<file path="config.mk">
export PLATFORM = sky130hd
export DESIGN_NAME = ifid_queue
export DESIGN_NICKNAME = d
export VERILOG_FILES = /design/src/rtl/riscv_pkg.sv /design/src/rtl/ifid_queue.sv
export SDC_FILE = /design/constraint.sdc
export NUM_CORES = 1
export LEC_CHECK = 0
export BUFFER_PORTS_ARGS = -buffer_cell sky130_fd_sc_hd__buf_2
export CAP_MARGIN = 20
export CORE_MARGIN = 3
export CORE_UTILIZATION = 49
export CTS_BUF_LIST = sky130_fd_sc_hd__clkbuf_4 sky130_fd_sc_hd__clkbuf_8
export CTS_CLUSTER_DIAMETER = 50
export DETAILED_ROUTE_END_ITERATION = 8
export MAX_ROUTING_LAYER = met4
export PLACE_DENSITY = 0.68
export SYNTH_ARGS = -nofsm -noshare
export SYNTH_HDL_FRONTEND = slang
export SYNTH_SLANG_ARGS = --single-unit
</file>
<file path="constraint.sdc">
create_clock -name CLK -period 10.47 [get_ports CLK]
set_clock_uncertainty 0.15 [all_clocks]
set_input_delay 1.047 -clock CLK [delete_from_list [all_inputs] [get_ports CLK]]
set_output_delay 1.047 -clock CLK [all_outputs]
set_load 0.02 [all_outputs]
</file>
<file path="src/rtl/riscv_pkg.sv">
// Shared RISC-V core types: the IF/ID entry layout and the canonical NOP encoding.
// The decode stage and later stage registers also use these types.
package riscv_pkg;

    localparam int unsigned XLEN = 32;

    // addi x0, x0, 0
    localparam logic [XLEN-1:0] NOP_INSTR = 32'h00000013;

    typedef struct packed {
        logic [XLEN-1:0] instr;
        logic [XLEN-1:0] pc;
        logic [XLEN-1:0] pc_plus_4;
    } ifid_entry_t;

endpackage

</file>
<file path="src/rtl/ifid_queue.sv">
// IF/ID decoupling queue: a DEPTH-entry circular buffer of {Instr, PC, PC+4} between fetch and
// decode, letting fetch run ahead while decode stalls. Ready_F is meant to drive PC_En.
// Optional feature: define IFID_QUEUE_BYPASS_EN to let a push into an empty queue reach the
// decode outputs in the same cycle; without it, a push becomes visible one cycle later.
// The module XLEN must match riscv_pkg::XLEN, since storage uses the shared ifid_entry_t.
module ifid_queue #(
    parameter int unsigned XLEN  = 32,
    parameter int unsigned DEPTH = 4
) (
    input  logic                       CLK,
    input  logic                       RST,
    input  logic                       Valid_F,
    input  logic [XLEN-1:0]            Instr_F,
    input  logic [XLEN-1:0]            PC_F,
    input  logic [XLEN-1:0]            PC_Plus_4_F,
    output logic                       Ready_F,
    input  logic                       Stall_D,
    input  logic                       Flush_D,
    output logic                       Valid_D,
    output logic [XLEN-1:0]            Instr_D,
    output logic [XLEN-1:0]            PC_D,
    output logic [XLEN-1:0]            PC_Plus_4_D,
    output logic [$clog2(DEPTH+1)-1:0] Count
);
    import riscv_pkg::*;

    localparam int unsigned PW = $clog2(DEPTH);
    localparam int unsigned CW = $clog2(DEPTH + 1);

    logic [PW-1:0] wr_ptr;
    logic [PW-1:0] rd_ptr;
    logic [CW-1:0] count_q;
    ifid_entry_t   mem [DEPTH];

    ifid_entry_t   entry_in;
    ifid_entry_t   head;
    logic          full;
    logic          empty;
    logic          bypass;
    logic          push;
    logic          pop;
    logic          wr_en;
    logic          q_pop;

    // Handshake decode. Ready_F depends only on occupancy, never on Stall_D.
    always_comb begin
        entry_in = '{instr: Instr_F, pc: PC_F, pc_plus_4: PC_Plus_4_F};
        full     = (count_q == CW'(DEPTH));
        empty    = (count_q == '0);
`ifdef IFID_QUEUE_BYPASS_EN
        bypass   = empty & Valid_F & ~Flush_D;
`else
        bypass   = 1'b0;
`endif
        push     = Valid_F & ~full;
        pop      = (~empty | bypass) & ~Stall_D;
        // A bypassed entry consumed this cycle is never stored; a stalled one is.
        wr_en    = push & ~(bypass & ~Stall_D);
        q_pop    = pop & ~bypass;
    end

    // Decode-side view: head entry (or bypassed fetch entry), masked to NOP/0 when empty.
    always_comb begin
        head        = bypass ? entry_in : mem[rd_ptr];
        Ready_F     = ~full;
        Valid_D     = ~empty | bypass;
        Count       = count_q;
        Instr_D     = NOP_INSTR;
        PC_D        = '0;
        PC_Plus_4_D = '0;
        if (Valid_D) begin
            Instr_D     = head.instr;
            PC_D        = head.pc;
            PC_Plus_4_D = head.pc_plus_4;
        end
    end

    // Pointer and occupancy update; reset beats flush, flush beats push and pop.
    always_ff @(posedge CLK) begin
        if (RST) begin
            wr_ptr  <= '0;
            rd_ptr  <= '0;
            count_q <= '0;
        end else if (Flush_D) begin
            rd_ptr  <= wr_ptr;
            count_q <= '0;
        end else begin
            if (wr_en) begin
                wr_ptr <= wr_ptr + PW'(1);
            end
            if (q_pop) begin
                rd_ptr <= rd_ptr + PW'(1);
            end
            unique case ({wr_en, q_pop})
                2'b10:   count_q <= count_q + CW'(1);
                2'b01:   count_q <= count_q - CW'(1);
                default: count_q <= count_q;
            endcase
        end
    end

    // Entry storage; contents are not reset, the pointers define what is live.
    always_ff @(posedge CLK) begin
        if (!RST && !Flush_D && wr_en) begin
            mem[wr_ptr] <= entry_in;
        end
    end

endmodule

</file>
==> impl_metrics.ini <==
[routing]
number_of_violations_reported_at_the_end_of_detailed_routing_iteration_0 = 441
avgViaCountPerCell = 5.27
drt_first_pass_iters = 4
detail_route.drc_violations = 0
ant_nets = 0
top_layer = met4
wl_um = 28600
wirelength_met1_um = 12000
met2RoutedLength_um = 14200
met3RoutedLength_um = 1960
post_drt_wl_per_cell_um = 21.1
vias = 7143

[placement]
placedCellCount = 1233
preCtsSetupSlack_ps = 6300
globalplace.congestion = 0.715
detailedPlacementHpwl_um = 16500
port_buffers = 201

[cts]
clkSlewWorstSetupHoldPaths_ps = 60
cts-resized-gates = 0
tritoncts = yes
ctsHtreeMaxLevel = 2
cts.sinks = 393
post_cts.repair.setup_buffers = 0
cts-buffers-inserted = 61
worst_skew_pair.late_latency_ps = 560
max_clock_buf_depth = 3
cts_root_buf = clkbuf_8
cts-hold-fix-buffers = 0

[setup_path]
worst-setup-path-type = reg -> out
worst_setup_path_start_kind = flip-flop
critical-path-slowest-cell = dfxtp_4
timing.critical_path.max_delay_family = buffers and inverters
cp_num_buf_inv = 2
crit_required_ps = 9270
critical_path.cell_chain = buf_4 -> mux4_2 -> or2_1 -> buf_2
critical_path.endpoint_type = output port
critical_path.max_stage_delay_ps = 780
worst_ep_arrival_time_ps = 2950
worstPathMaxFanout = 54

[timing]
maxSlewHeadroom = 0.390
maxClockFrequency_mhz = 241
rsz_0062_raised_after_global_routing = no
timing.final.ws_setup_ps = 6320
layout_worst_path_cycle_share = 0.396
finalCriticalPeriod_ps = 4150
slew_viol_final = 0
tns_ps = 0
report.final.setup_viol = 0
hold_vio_cnt_final = 0
transition_time_of_the_tightest_slew_check_pin_ps = 903

[pwr]
p_total_mw = 3.20
power.internal_mw = 2.51
net_switching_fraction_of_the_power = 0.215
max-vdd-ir-drop_v = 0.0000960
power.combinational.fraction = 0.071
p_seq_frac = 0.551
clk_pwr_share = 0.378
net-switching-power_mw = 0.687
power-per-cell-area_nw_per_um2 = 182
leakagePower_nw = 6.07

[global_routing]
globalRoute.totalOverflow = 0
antenna_violations_before_repair = 8
track_usage = 0.182
grt_pass1_wl_um = 44700
grt_start_max_net_pins = 59
via_count_of_the_first_global_routing_pass = 7849

[final_layout]
p_r_area_growth_vs_syn_pct = 17.2
fillers = 2222
finish.net_count = 1013
share_of_post_route_cells_with_drive_strength_above_1 = 0.428
finish.utilization = 0.589
final_cell_count_no_fill = 1355

[yosys]
yosysSeqAreaShare = 0.781
synth_fp_nets = 773
synth_enable_flop_cells = 384
syn_inst = 666
synth.avg_cell_area_sq_um = 22.5
synth_largest_area_cell = edfxtp_1
post_synth_instance_area_sq_um = 15000
biggest_area_contributors_in_the_synthesized_netlist = edfxtp_1, mux4_2, and2_1, dfxtp_1, ha_1
yosysTopAreaCellShare = 0.769
synth_most_common_cell = edfxtp_1
ranking_of_synthesized_cells_by_instance_count = edfxtp_1, and2_1, mux4_2, clkbuf_1, buf_2
postSynth.asyncResetShare = 0
yosys.cell_types.count = 29
dominantRegCellSynth = edfxtp_1
ys_seq_elements = 393
synthesis.yosys.warnings = 0

[floorplanning]
initial_util = 0.502
fp.dieArea_sq_um = 32700
die-height_um = 181
core_area_sq_um = 29900
number_of_primary_i_o_pins = 202
rows = 63
die_width_um = 181

[flow_run]
maxCapViolCount = 0

[hold_path]
hp-class = reg -> reg

[status]
run_status = finished clean
through the flow:
| stage | cell area, sq um | hold WS (ps) |
|---|---|---|
| after floorplan | 15000 | 336 |
| after global placement | 16400 | 370 |
| after detailed placement | 16400 | 363 |
| after global routing | 17600 | 423 |
| after CTS | 17600 | 377 |
| final | 17600 | 383 |
worst paths after layout:
| check | depth (start not counted) | end | start | slack (ps) |
|---|---|---|---|---|
| max | 4 | Instr_D[1] | flip-flop | 6320 |
| min | 2 | flip-flop | rd_ptr[1] | 380 |
| max reg2reg | 4 | mem[1][31] | Count[0] | 7090 |
| min reg2reg | 2 | flip-flop | rd_ptr[1] | 380 |
state kept, by name, summed over array words and instances, names as in the netlist, named ones only:
name / flops
Count: 3
wr_ptr: 2
mem: 384
rd_ptr: 2
tightest hold or removal path, stage by stage, from the launching register on:
cell and delay, ps:
dfxtp_1 300, o21ai_0 70, a311oi_1 120
power groups by stage:
stage | Combinational, mW | Sequential, mW | Clock [mW]
3_3_place_gp | 0.229 | 1.79 | 0
5_1_grt | 0.246 | 1.76 | 1.32
4_1_cts | 0.231 | 1.76 | 1.24
2_1_floorplan | 0.150 | 1.79 | 0
6_report | 0.226 | 1.76 | 1.21
3_5_place_dp | 0.231 | 1.80 | 0
area by class of cell:
cell class              count  area (sq um)  share of cell area
clock inverters            26           135             0.00769
flip-flops and latches    393         11700               0.667
clock buffers              87          1040              0.0592
diodes                      9          22.5             0.00128
well taps                 390           488              0.0278
repair buffers            210          1070              0.0611
inverters                   8          30.0             0.00171
multi-input cells         232          3070               0.175
layer usage:
layer | up-vias | GRT usage
met5 | - | -
met1 | 3689 | 0.236
li1 | 3222 | -
met3 | 39 | 0.0519
met4 | 0 | 0.0497
met2 | 193 | 0.288
cells by family after synthesis:
kind of cell               after synthesis  synth area share
buffers and inverters                   41            0.0148
adders and majority gates                6           0.00551
DFF                                    393             0.781
muxes                                   98             0.146
xor gates and xnor gates                 2           0.00117
and+or+nand+nor                        118            0.0486
AOI/OAI and AO/OA                        8           0.00334
cell usage in the layout, fill, tap and decap left out, drive strengths merged, types with 5 or more instances in the layout:
master / instances
dfxtp: 9
ha: 5
clkinv: 24
diode: 9
edfxtp: 384
clkbuf: 87
and2: 97
inv: 9
buf: 210
mux4: 96
nor2: 5
No activity file was read; power rests on OpenSTA's default activity.
